$ cat src/rtl/tv80_regdump.sv
// Register-file dump engine: walks register-pair addresses and streams H/L bytes over a
// valid/ready handshake. Define TV80_REGDUMP_CKSUM_EN to append a zero-sum checksum byte.
module tv80_regdump #(
   parameter int unsigned NUM_REGS = 8
) (
   input  logic       clk,
   input  logic       reset_n,
   input  logic       start,
   input  logic       abort,
   output logic [2:0] rf_addr,
   input  logic [7:0] rf_doh,
   input  logic [7:0] rf_dol,
   output logic [7:0] dump_data,
   output logic       dump_valid,
   input  logic       dump_ready,
   output logic       dump_last,
   output logic       busy,
   output logic       done
);

   localparam logic [2:0] LastIdx = 3'(NUM_REGS - 1);

   typedef enum logic [2:0] {
      StIdle,
      StFetch,
      StSendH,
      StSendL,
      StDone
`ifdef TV80_REGDUMP_CKSUM_EN
      , StSendCk
`endif
   } state_e;

   state_e     state_q, state_d;
   logic [2:0] idx_q, idx_d;
   logic [7:0] hold_h_q, hold_h_d;
   logic [7:0] hold_l_q, hold_l_d;
`ifdef TV80_REGDUMP_CKSUM_EN
   logic [7:0] cksum_q, cksum_d;
`endif

   always_ff @(posedge clk or negedge reset_n) begin
      if (!reset_n) begin
         state_q  <= StIdle;
         idx_q    <= 3'd0;
         hold_h_q <= 8'd0;
         hold_l_q <= 8'd0;
`ifdef TV80_REGDUMP_CKSUM_EN
         cksum_q  <= 8'd0;
`endif
      end else begin
         state_q  <= state_d;
         idx_q    <= idx_d;
         hold_h_q <= hold_h_d;
         hold_l_q <= hold_l_d;
`ifdef TV80_REGDUMP_CKSUM_EN
         cksum_q  <= cksum_d;
`endif
      end
   end

   always_comb begin
      state_d    = state_q;
      idx_d      = idx_q;
      hold_h_d   = hold_h_q;
      hold_l_d   = hold_l_q;
`ifdef TV80_REGDUMP_CKSUM_EN
      cksum_d    = cksum_q;
`endif
      dump_valid = 1'b0;
      dump_data  = 8'd0;
      dump_last  = 1'b0;

      unique case (state_q)
         StIdle: begin
            if (start && !abort) begin
               idx_d   = 3'd0;
               state_d = StFetch;
`ifdef TV80_REGDUMP_CKSUM_EN
               cksum_d = 8'd0;
`endif
            end
         end
         StFetch: begin
            // Snapshot the pair so later register-file writes cannot disturb it.
            hold_h_d = rf_doh;
            hold_l_d = rf_dol;
            state_d  = StSendH;
         end
         StSendH: begin
            dump_valid = 1'b1;
            dump_data  = hold_h_q;
            if (dump_ready) begin
               state_d = StSendL;
`ifdef TV80_REGDUMP_CKSUM_EN
               cksum_d = cksum_q + hold_h_q;
`endif
            end
         end
         StSendL: begin
            dump_valid = 1'b1;
            dump_data  = hold_l_q;
`ifndef TV80_REGDUMP_CKSUM_EN
            dump_last  = (idx_q == LastIdx);
`endif
            if (dump_ready) begin
`ifdef TV80_REGDUMP_CKSUM_EN
               cksum_d = cksum_q + hold_l_q;
`endif
               if (idx_q == LastIdx) begin
`ifdef TV80_REGDUMP_CKSUM_EN
                  state_d = StSendCk;
`else
                  state_d = StDone;
`endif
               end else begin
                  idx_d   = idx_q + 3'd1;
                  state_d = StFetch;
               end
            end
         end
`ifdef TV80_REGDUMP_CKSUM_EN
         StSendCk: begin
            dump_valid = 1'b1;
            dump_data  = ~cksum_q + 8'd1;
            dump_last  = 1'b1;
            if (dump_ready) begin
               state_d = StDone;
            end
         end
`endif
         StDone: begin
            state_d = StIdle;
            idx_d   = 3'd0;
         end
         default: begin
            state_d = StIdle;
            idx_d   = 3'd0;
         end
      endcase

      // A transfer in the abort cycle still completes on the bus; the dump just stops.
      if (abort && (state_q != StIdle)) begin
         state_d = StIdle;
         idx_d   = 3'd0;
      end
   end

   assign rf_addr = idx_q;
   assign busy    = (state_q != StIdle);
   assign done    = (state_q == StDone);

endmodule
$ cat config.mk
export PLATFORM = sky130hd
export DESIGN_NAME = tv80_regdump
export DESIGN_NICKNAME = d
export VERILOG_FILES = /design/src/rtl/tv80_regdump.sv
export SDC_FILE = /design/constraint.sdc
export NUM_CORES = 1
export LEC_CHECK = 0
export BUFFER_PORTS_ARGS = -buffer_cell sky130_fd_sc_hd__buf_2
export CAP_MARGIN = 20
export CORE_MARGIN = 2
export CORE_UTILIZATION = 40
export CTS_BUF_LIST = sky130_fd_sc_hd__clkbuf_8
export CTS_CLUSTER_DIAMETER = 40
export CTS_CLUSTER_SIZE = 40
export DETAILED_ROUTE_END_ITERATION = 8
export PLACE_DENSITY_LB_ADDON = 0.25
export SETUP_SLACK_MARGIN = 0.15
export SLEW_MARGIN = 5
export SYNTH_ARGS = -nofsm -noshare
export SYNTH_HDL_FRONTEND = slang
export SYNTH_SLANG_ARGS = --single-unit
$ cat constraint.sdc
create_clock -name clk -period 2.3 [get_ports clk]
set_clock_uncertainty 0.05 [all_clocks]
set_input_delay 0.23 -clock clk [delete_from_list [all_inputs] [get_ports clk]]
set_output_delay 0.23 -clock clk [all_outputs]
set_load 0.01 [all_outputs]
==> results of run 1 <==
[registers in the layout, summed over array words and instances, names as in the netlist]
| name | flops |
|---|---|
| hold_h_q | 8 |
| hold_l_q | 8 |
| rf_addr | 3 |
| state_q | 3 |
[synth_stat cells (all sizes together) (2+ instances only)]
cell type,number
nor2,10
dfrtp,22
mux2i,9
mux2,17
ha,2
buf,6
a22o,3
nor2b,2
inv,2
and3,3
nand2b,3
[critical path, stage by stage, from the launching register on]
cell and delay [ns]:
sky130_fd_sc_hd__dfrtp_1 0.50, sky130_fd_sc_hd__nand2b_1 0.39, sky130_fd_sc_hd__inv_1 0.10, sky130_fd_sc_hd__and3_1 0.19
sky130_fd_sc_hd__buf_2 0.13
[worst paths after layout]
| kind | slack, ns | endpoint | depth (start not counted) | from |
|---|---|---|---|---|
| setup reg to reg | 0.54 | rf_addr[0]$_DFFE_PN0P_ | 6 | rf_addr[0]$_DFFE_PN0P_ |
| hold / removal | 0.15 | hold_l_q[4]$_DFFE_PN0P_ | 2 | rf_dol[4] |
| hold reg to reg | 0.46 | hold_l_q[7]$_DFFE_PN0P_ | 1 | hold_l_q[7]$_DFFE_PN0P_ |
| min in group asynchronous | 0.41 | state_q[2]$_DFFE_PN0P_ | 2 | reset_n |
| setup / recovery | 0.44 | dump_last | 4 | state_q[2]$_DFFE_PN0P_ |
| max in group asynchronous | 1.45 | hold_l_q[1]$_DFFE_PN0P_ | 2 | reset_n |
[final cells by class]
class	count	share of cell area (%)
repair buffers	38	14.2
multi-input cells	60	39.4
inverters	2	0.534
flip-flops and latches	22	39.2
clock buffers	4	3.92
well taps	31	2.76
[power breakdown]
group          internal (W)  switching [W]  total (W)
Sequential         0.000551       0.000130   0.000681
Clock              0.000152       0.000121   0.000274
Combinational      0.000459       0.000319   0.000778
Total               0.00116       0.000570    0.00173
[timing repair]
action,in CTS,in global routing
buffers inserted,0,0
hold buffers,1,0
hold endpoints to repair,22,0
[through the flow]
| stage | area (um^2) | hold slack (ns) |
|---|---|---|
| final | 1410 | 0.146 |
| after global routing | 1410 | 0.139 |
| after CTS | 1410 | 0.137 |
| after detailed placement | 1340 | 0.181 |
| after global placement | 1340 | 0.173 |
| after floorplan | 1170 | -0.116 |
[cell families after synthesis]
| kind of cell | Yosys count | share of synthesized area [%] |
|---|---|---|
| buffers and inverters | 8 | 5.47 |
| AOI/OAI and AO/OA | 8 | 5.79 |
| DFF | 22 | 47.2 |
| and+or+nand+nor | 24 | 12.1 |
| muxes | 26 | 27.3 |
| adders and majority gates | 2 | 2.14 |
[per-layer routing]
| metal | routed length, um | GRT usage [%] |
|---|---|---|
| met2 | 1050 | 24.0 |
| met1 | 949 | 17.0 |
| met3 | 129 | 4.02 |
| met4 | 9 | 4.98 |
| met5 | 0 | 0 |
==> Implementation_results.wiki, run 1 <==
{| class="wikitable"
! Metric !! Value
|-
| Antenna diode count || 0
|-
| Clock tree from TritonCTS || yes
|-
| Fill cell count || 270
|-
| Cell taking the most area after synthesis || sky130_fd_sc_hd__dfrtp_1
|-
| Unrepaired setup endpoints after global routing || no
|-
| Global-route congestion overflow total || 0
|-
| Most common flop cell mapped by yosys || sky130_fd_sc_hd__dfrtp_1
|-
| CP max FO || 9
|-
| Post-DP HPWL || 1530 um
|-
| Synth Net Count || 113
|-
| Share of the synthesized area in the top cell type || 47.2%
|-
| Layout Cells excl Fill || 157
|-
| Final WL || 2130 um
|-
| Vias post-DR || 789
|-
| Achievable clock frequency || 539 MHz
|-
| Setup slack after layout || 0.444 ns
|-
| Die Ht || 58.0 um
|-
| Vias in the first global route || 816
|-
| Number of cells produced by synthesis || 90
|-
| Horizontal die dimension || 58.0 um
|-
| H-Tree Depth || 1
|-
| Transition time at the pin with the least slew margin || 0.496 ns
|-
| Number of buffers inserted by port buffering || 35
|-
| Placed Cells || 152
|-
| Row count || 19
|-
| Asr flop ratio synth || 100%
|-
| I/O Pins || 36
|-
| Commonest cells after routing, fill and taps aside || 35 x sky130_fd_sc_hd__buf_2, 22 x sky130_fd_sc_hd__dfrtp_1, 10 x sky130_fd_sc_hd__nor2_1, 10 x sky130_fd_sc_hd__mux2_4, 9 x sky130_fd_sc_hd__mux2i_1
|-
| Slew Viols, Final || 0
|-
| Synth area leaders || sky130_fd_sc_hd__dfrtp_1 47%, sky130_fd_sc_hd__mux2_4 13%, sky130_fd_sc_hd__mux2i_1 7.7%
|-
| Core Region || 2760 um^2
|-
| Synth unique cells || 26
|-
| Length of the first detailed-routing pass in iterations || 4
|-
| DRC violations left || 0
|-
| Total power after layout || 0.00173 W
|-
| Tightest slew margin relative to the limit || 66.9%
|-
| Critical setup path kind || reg2out
|-
| Flop and latch count out of synthesis || 22
|-
| Initial antenna violation count || 0
|-
| Tcrit/Tclk final || 80.7%
|-
| Detailed Route Iter0 Violations || 12
|-
| Num Clock Sinks || 22
|-
| Share of the yosys chip area belonging to registers || 47.2%
|-
| Relative area change from synthesis to final layout || 20.4%
|-
| Peak supply drop || 0.604 mV
|-
| Critical Path Start Type || flop
|-
| Critical path endpoint category || output port
|-
| Synthesis Warnings || 0
|-
| Total die area || 3370 um^2
|-
| Share of layout cells above drive strength 1 || 48.4%
|-
| Avg Cell Area, Syn || 13.0 um^2
|-
| Fraction of the core area covered by cells at the end of the flow || 51.0%
|-
| Clock latency at the later pin of the worst-skew pair || 0.26 ns
|-
| Most common cell after layout, fill and taps aside || sky130_fd_sc_hd__buf_2
|-
| Standby leakage power || 0.744 nW
|-
| Effective utilization at floorplan || 42.3%
|-
| CTS Buf Count || 3
|-
| Reg clk slew, reported paths || 0.08 ns
|-
| Post-CTS sizing || 0
|-
| Final nets || 150
|-
| Global-route wire length before repair || 3620 um
|-
| Root buf cell || sky130_fd_sc_hd__clkbuf_8
|-
| Final RePlAce weighted congestion || 0.733
|-
| Final routed wire length divided by cell count || 13.6 um
|-
| Classification of the worst-slack hold path || in2reg
|-
| Post-synthesis instance area || 1170 um^2
|-
| Number of antenna-violating nets in the routed design || 0
|-
| Via/cell ratio || 5.03
|-
| Final worst path period need || 1.86 ns
|-
| Clock buffer depth || 2
|-
| Required time of the worst setup path || 2.02 ns
|-
| GR Util All Layers || 14.1%
|-
| Dpl ws || 0.552 ns
|-
| Critical path data arrival time || 1.58 ns
|-
| Maxcap violations || 0
|-
| Number of endpoints with negative hold slack in the final report || 0
|-
| Final setup vio count || 0
|-
| Area occupied by multi-input gates || 553 um^2
|-
| Number of enable-type register cells in the synthesized netlist || 0
|-
| Result of the run || complete, no violations
|-
| FF+latch area || 551 um^2
|-
| Largest net degree at the start of global routing || 23
|-
| Power per cell area || 1230 nW/um^2
|-
| Total negative slack for setup checks || 0 ns
|}
Power figures use the tool's default switching activity.
==> run 2: changes to the inputs <==
--- a/config.mk
+++ b/config.mk
@@ -5,6 +5,7 @@
 export SDC_FILE = /design/constraint.sdc
 export NUM_CORES = 1
 export LEC_CHECK = 0
+export ABC_AREA = 1
 export BUFFER_PORTS_ARGS = -buffer_cell sky130_fd_sc_hd__buf_2
 export CAP_MARGIN = 20
 export CORE_MARGIN = 2
==> constraint.sdc (replaced) <==
create_clock -name clk -period 1.9 [get_ports clk]
set_clock_uncertainty 0.05 [all_clocks]
set_input_delay 0.19 -clock clk [delete_from_list [all_inputs] [get_ports clk]]
set_output_delay 0.19 -clock clk [all_outputs]
set_load 0.01 [all_outputs]
==> run 2 against run 1 <==
First-iteration DRC count increased by 92%. Wire length increased by 23%. Sequential share of layout area decreased by 1.1 points. Critical endpoint is now dump_data[1]. Via count increased by 24%. Critical path depth increased by 2. Core utilization increased by 1.6 points. Largest power group unchanged. Global-route usage increased by 2.3 points.
==> Implementation_results.wiki, run 2 <==
{| class="wikitable"
! Metric !! Value
|-
| Result of the run || complete, no violations
|-
| H-Tree Depth || 1
|-
| Number of enable-type register cells in the synthesized netlist || 0
|-
| Min-Delay Startpoint || rf_doh[6]
|-
| Clock buffer depth || 2
|-
| Most common cell after layout, fill and taps aside || sky130_fd_sc_hd__buf_2
|-
| Cell seen most often among critical-path stages || sky130_fd_sc_hd__buf_4
|-
| Relative area change from synthesis to final layout || 24.2%
|-
| R2R Path End || rf_addr[1]$_DFFE_PN0P_
|-
| Switching power as a share of total power || 37.2%
|-
| Critical Path Start Type || flop
|-
| Vias post-DR || 976
|-
| Post-synthesis instance area || 1170 um^2
|-
| Die Ht || 58.0 um
|-
| Classification of the worst-slack hold path || in2reg
|-
| Share of layout cells above drive strength 1 || 45.9%
|-
| Critical path data arrival time || 1.43 ns
|-
| Cell taking the most area after synthesis || sky130_fd_sc_hd__dfrtp_1
|-
| Worst flop-to-flop path startpoint || state_q[2]$_DFFE_PN0P_
|-
| Fill cell count || 253
|-
| Vias in the first global route || 935
|-
| Number of buffers inserted by port buffering || 35
|-
| Most common flop cell mapped by yosys || sky130_fd_sc_hd__dfrtp_1
|-
| Largest stage delay on the critical path || 0.43 ns
|-
| FF+latch area || 552 um^2
|-
| Transition time at the pin with the least slew margin || 0.508 ns
|-
| Tcrit/Tclk final || 87.6%
|-
| Reg clk slew, reported paths || 0.07 ns
|-
| Largest delay contributor family on the critical path || buffers and inverters
|-
| Slew Viols, Final || 0
|-
| Final nets || 182
|-
| CP max FO || 12
|-
| Number of cells on the worst hold path || 2
|-
| I/O Pins || 36
|-
| GR Util All Layers || 16.4%
|-
| Power per cell area || 1460 nW/um^2
|-
| Asr flop ratio synth || 100%
|-
| Synthesis Warnings || 0
|-
| Via/cell ratio || 5.19
|-
| Row count || 19
|-
| Final WL || 2640 um
|-
| Fraction of the core area covered by cells at the end of the flow || 52.5%
|-
| Number of cells produced by synthesis || 117
|-
| Most repeated cell in the gate-level netlist after synthesis || sky130_fd_sc_hd__nand2_1
|-
| Achievable clock frequency || 600 MHz
|-
| Avg Cell Area, Syn || 9.97 um^2
|-
| Share of the yosys chip area belonging to registers || 47.2%
|-
| Cell breakdown of the critical path || buf_4, nor2_1, buf_4, nand3_1, nand2_1, buf_2
|-
| Core Region || 2760 um^2
|-
| Tightest slew margin relative to the limit || 66.1%
|-
| Worst hold path endpoint || hold_h_q[6]$_DFFE_PN0P_
|-
| Synth top cells by count || 29 x sky130_fd_sc_hd__nand2_1, 22 x sky130_fd_sc_hd__dfrtp_1, 12 x sky130_fd_sc_hd__nand3_1
|-
| Critical path endpoint category || output port
|-
| Clock latency at the later pin of the worst-skew pair || 0.26 ns
|-
| Total negative slack for setup checks || 0 ns
|-
| Critical setup path kind || reg2out
|-
| Peak supply drop || 0.865 mV
|-
| Clock share of power || 13.4%
|-
| Switching power summed over all nets || 0.000787 W
|-
| Root buf cell || sky130_fd_sc_hd__clkbuf_8
|-
| P_int || 0.00133 W
|-
| Maxcap violations || 0
|-
| Length of the first detailed-routing pass in iterations || 4
|-
| Share of the synthesized area in the top cell type || 47.2%
|-
| Reg2reg path depth || 8
|-
| Area occupied by multi-input gates || 553 um^2
|-
| Final worst path period need || 1.67 ns
|-
| Num Clock Sinks || 22
|-
| DRC violations left || 0
|-
| Tightest hold margin || 0.108 ns
|-
| Synth unique cells || 21
|-
| Critical path depth || 6
|-
| Worst path slowest cell || sky130_fd_sc_hd__dfrtp_1
|-
| Count of buffer and inverter cells on the critical path || 3
|-
| Number of antenna-violating nets in the routed design || 0
|-
| Power share of the combinational group || 48.1%
|-
| Clock tree from TritonCTS || yes
|-
| Global-route wire length before repair || 4150 um
|-
| Synth area leaders || sky130_fd_sc_hd__dfrtp_1 47%, sky130_fd_sc_hd__mux2_4 13%, sky130_fd_sc_hd__nand2_1 9.3%
|-
| Global-route congestion overflow total || 0
|-
| Antenna diode count || 0
|-
| CTS Buf Count || 3
|-
| Synth Net Count || 140
|-
| Unrepaired setup endpoints after global routing || no
|-
| Effective utilization at floorplan || 42.3%
|-
| Largest registers || hold_h_q (8), hold_l_q (8)
|-
| Final setup vio count || 0
|-
| Final RePlAce weighted congestion || 0.753
|-
| Post-DP HPWL || 1890 um
|-
| Number of endpoints with negative hold slack in the final report || 0
|-
| Horizontal die dimension || 58.0 um
|-
| Detailed Route Iter0 Violations || 23
|-
| Total die area || 3360 um^2
|-
| Initial antenna violation count || 0
|-
| Commonest cells after routing, fill and taps aside || 35 x sky130_fd_sc_hd__buf_2, 28 x sky130_fd_sc_hd__nand2_1, 21 x sky130_fd_sc_hd__dfrtp_1
|-
| Required time of the worst setup path || 1.66 ns
|-
| Final routed wire length divided by cell count || 14.0 um
|-
| Internal reg-to-reg setup slack || 0.38 ns
|-
| Flop and latch count out of synthesis || 22
|-
| Largest net degree at the start of global routing || 23
|-
| Sequential power share || 38.5%
|-
| Standby leakage power || 0.823 nW
|}
==> run 2: worst max path at each step <==
| stage | to | from |
|---|---|---|
| floorplan | rf_addr[0]$_DFFE_PN0P_ | rf_addr[0]$_DFFE_PN0P_ |
| global placement | dump_last | state_q[0]$_DFFE_PN0P_ |
| detailed placement | dump_last | state_q[0]$_DFFE_PN0P_ |
| CTS | dump_last | state_q[2]$_DFFE_PN0P_ |
| global route | dump_data[2] | state_q[2]$_DFFE_PN0P_ |
| finish | dump_data[1] | state_q[2]$_DFFE_PN0P_ |
==> run 2: final cells by class <==
cell class                 instances  area share (%)
clock buffer                       3            2.85
tap                               31            2.68
timing repair buffer              41            15.6
sequential                        22            38.1
inverter                          10            2.59
multi-input combinational         81            38.2
==> run 2: repair_timing <==
item	CTS	global route
buffers inserted	0	1
hold buffers	1	0
gates resized for setup	1	6
cloned	0	1
setup endpoints to repair	1	8
hold endpoints to repair	22	0
pin swaps	0	1
==> run 2: worst register-to-register path: stages, from the launching register on <==
cell and delay [ns]:
sky130_fd_sc_hd__dfrtp_1 0.43, sky130_fd_sc_hd__buf_4 0.15, sky130_fd_sc_hd__nor2_1 0.09, sky130_fd_sc_hd__buf_4 0.20
sky130_fd_sc_hd__nand4_1 0.18, sky130_fd_sc_hd__nand2_4 0.15, sky130_fd_sc_hd__nor2_4 0.05, sky130_fd_sc_hd__nand2_1 0.07
sky130_fd_sc_hd__nand2_1 0.05
==> run 2: cell families (layout without fill, tap and decap cells) <==
| logic type | Yosys count | count (layout) | share of synthesized area [%] |
|---|---|---|---|
| compound gates | 6 | 6 | 2.68 |
| fa+ha+maj | 2 | 2 | 2.15 |
| buf+inv | 14 | 54 | 6.22 |
| flops | 22 | 22 | 47.2 |
| mux | 16 | 16 | 18.7 |
| simple gates | 57 | 57 | 23.1 |
==> run 2: power groups by stage <==
| stage | Combinational (W) | Clock (W) | Sequential (W) |
|---|---|---|---|
| after CTS | 0.00100 | 0.000296 | 0.000811 |
| after detailed placement | 0.000999 | 0 | 0.000813 |
| after global routing | 0.00110 | 0.000320 | 0.000842 |
| final | 0.00102 | 0.000284 | 0.000813 |
| after floorplan | 0.000778 | 0 | 0.000781 |
| after global placement | 0.000971 | 0 | 0.000801 |
==> run 2: metrics by stage <==
| step | cell area, um^2 | setup slack [ns] | total power [W] | std cells |
|---|---|---|---|---|
| after global routing | 1450 | 0.153 | 0.00226 | 188 |
| after CTS | 1420 | 0.146 | 0.00211 | 186 |
| after global placement | 1370 | 0.424 | 0.00177 | 182 |
| after detailed placement | 1370 | 0.435 | 0.00181 | 182 |
| after floorplan | 1170 | 0.501 | 0.00156 | 117 |
| final | 1450 | 0.235 | 0.00212 | 188 |
==> run 2: metal layers <==
metal	up-vias	GRT usage (%)	share of wire, %
li1	463	-	-
met1	470	23.5	45
met2	38	24.5	47
met3	5	3.13	7.1
met4	0	6.64	1.7
met5	-	0	0
==> run 3: changes to the inputs <==
--- a/config.mk
+++ b/config.mk
@@ -15,6 +15,7 @@
 export CTS_CLUSTER_SIZE = 40
 export DETAILED_ROUTE_END_ITERATION = 8
 export PLACE_DENSITY_LB_ADDON = 0.25
+export RECOVER_POWER = 25
 export SETUP_SLACK_MARGIN = 0.15
 export SLEW_MARGIN = 5
 export SYNTH_ARGS = -nofsm -noshare
==> run 3 against run 2 <==
Worst setup slack unchanged. Sequential power barely moved. Global-route usage did not move. Power about the same. Flip-flop and latch count unchanged. Sequential share of layout area is essentially flat. Design area about the same. Core utilization hardly changed. Combinational power about the same. Maximum frequency stayed put. Critical path depth unchanged. Largest power group unchanged.
==> Implementation_results.wiki, run 3 (synthesis results as in run 2) <==
{| class="wikitable"
! Metric !! Value
|-
| Result of the run || complete, no violations
|-
| Total negative slack for setup checks || 0 ns
|-
| Global-route congestion overflow total || 0
|-
| GR met2 Demand/Resource || 24.5%
|-
| Final routed wire length divided by cell count || 14.0 um
|-
| Tcrit/Tclk final || 87.6%
|-
| Power per cell area || 1460 nW/um^2
|-
| Row count || 19
|-
| Critical path data arrival time || 1.43 ns
|-
| Detailed Route Iter0 Violations || 23
|-
| Largest registers || hold_h_q (8), hold_l_q (8)
|-
| Required time of the worst setup path || 1.66 ns
|-
| Vias in the first global route || 935
|-
| Post-DP HPWL || 1890 um
|-
| Clock latency at the later pin of the worst-skew pair || 0.26 ns
|-
| Core Region || 2760 um^2
|-
| Dpl ws || 0.435 ns
|-
| Most common cell after layout, fill and taps aside || sky130_fd_sc_hd__buf_2
|-
| Standby leakage power || 0.820 nW
|-
| Setup slack after layout || 0.235 ns
|-
| Reg2reg path depth || 8
|-
| I/O Pins || 36
|-
| Worst hold path endpoint || hold_h_q[6]$_DFFE_PN0P_
|-
| Classification of the worst-slack hold path || in2reg
|-
| Num Clock Sinks || 22
|-
| Final worst path period need || 1.67 ns
|-
| Critical path endpoint category || output port
|-
| Unrepaired setup endpoints after global routing || no
|-
| H-Tree Depth || 1
|-
| R2R Path End || rf_addr[1]$_DFFE_PN0P_
|-
| CP max FO || 12
|-
| Global-route wire length before repair || 4150 um
|-
| Effective utilization at floorplan || 42.3%
|-
| Root buf cell || sky130_fd_sc_hd__clkbuf_8
|-
| Maxcap violations || 0
|-
| Internal reg-to-reg setup slack || 0.38 ns
|-
| Clock tree from TritonCTS || yes
|-
| Tightest hold margin || 0.108 ns
|-
| Length of the first detailed-routing pass in iterations || 4
|-
| Total die area || 3360 um^2
|-
| Vias post-DR || 976
|-
| Critical Path Start Type || flop
|-
| Relative area change from synthesis to final layout || 24.1%
|-
| Reg clk slew, reported paths || 0.07 ns
|-
| Initial antenna violation count || 0
|-
| Final RePlAce weighted congestion || 0.753
|-
| Via/cell ratio || 5.19
|-
| Met1 layer usage reported by global route || 23.5%
|-
| Die Ht || 58.0 um
|-
| Transition time at the pin with the least slew margin || 1.22 ns
|-
| CTS Buf Count || 3
|-
| Min-Delay Startpoint || rf_doh[6]
|-
| Critical setup path kind || reg2out
|-
| Final setup vio count || 0
|-
| Antenna diode count || 0
|-
| Horizontal die dimension || 58.0 um
|-
| Number of endpoints with negative hold slack in the final report || 0
|-
| Worst flop-to-flop path startpoint || state_q[2]$_DFFE_PN0P_
|-
| Met3 capacity usage during global routing || 3.13%
|-
| Total power after layout || 0.00211 W
|-
| DRC violations left || 0
|-
| GR Util All Layers || 16.4%
|-
| Largest net degree at the start of global routing || 23
|-
| Final WL || 2630 um
|-
| Tightest slew margin relative to the limit || 18.5%
|-
| Number of cells on the worst hold path || 2
|-
| Commonest cells after routing, fill and taps aside || 34 x sky130_fd_sc_hd__buf_2, 28 x sky130_fd_sc_hd__nand2_1, 21 x sky130_fd_sc_hd__dfrtp_1
|-
| Final nets || 182
|-
| Slew Viols, Final || 0
|-
| Peak supply drop || 0.865 mV
|-
| Achievable clock frequency || 600 MHz
|-
| Share of layout cells above drive strength 1 || 45.2%
|-
| Clock buffer depth || 2
|-
| Most Used Layer, Global Route || met2
|-
| Number of antenna-violating nets in the routed design || 0
|-
| Number of buffers inserted by port buffering || 35
|}
## run 3: cell count changes in the layout (fill, tap and decap cells not counted), sizes merged
cell,before,now
buf,40,39
clkbuf,3,4
## run 3: routing by layer
metal	part of all wire, %	vias up
met5	0	-
met4	1.7	0
met3	7.1	5
met2	47	38
met1	44	470
li1	-	463
## run 3: worst max path at each step
stage	from	end	slack, ns
after floorplan	rf_addr[0]$_DFFE_PN0P_	rf_addr[0]$_DFFE_PN0P_	0.50
after global placement	state_q[0]$_DFFE_PN0P_	dump_last	0.42
after detailed placement	state_q[0]$_DFFE_PN0P_	dump_last	0.44
after CTS	state_q[2]$_DFFE_PN0P_	dump_last	0.15
after global routing	reset_n	state_q[0]$_DFFE_PN0P_	0.1
final	state_q[2]$_DFFE_PN0P_	dump_data[1]	0.23
## run 3: where the power goes
part,switching [W],total [W],internal [W]
sequential,0.000138,0.000813,0.000676
combinational,0.000508,0.00102,0.000510
clock,0.000142,0.000284,0.000141
## run 3: per-stage QoR
| stage | cell area [um^2] | util, % | cells |
|---|---|---|---|
| final | 1450 | 52.5 | 188 |
| after global routing | 1450 | 52.5 | 188 |
| after CTS | 1420 | 51.5 | 186 |
| after detailed placement | 1370 | 49.6 | 182 |
| after global placement | 1370 | 49.6 | 182 |
| after floorplan | 1170 | - | 117 |
## run 3: final cells by class
cell class | instances | area [um^2]
fillers | 253 | 1310
multi-input cells | 81 | 553
flip-flops and latches | 22 | 552
repair buffers | 41 | 225
clock buffers | 3 | 41.3
well taps | 31 | 38.8
inverters | 10 | 37.5
## run 3: worst max-delay path: stages (launching register included)
cell                      delay [ns]
sky130_fd_sc_hd__dfrtp_1        0.43
sky130_fd_sc_hd__buf_4          0.15
sky130_fd_sc_hd__nor2_1         0.09
sky130_fd_sc_hd__buf_4          0.20
sky130_fd_sc_hd__nand3_1        0.10
sky130_fd_sc_hd__nand2_1        0.07
sky130_fd_sc_hd__buf_2          0.12
## run 3: timing repair
action,CTS,global route
endpoints found under the setup margin,1,8
hold buffers,1,0
resized for setup,1,6
gates cloned,0,1
endpoints found under the hold margin,22,0
setup buffers,0,1
pin swaps,0,1
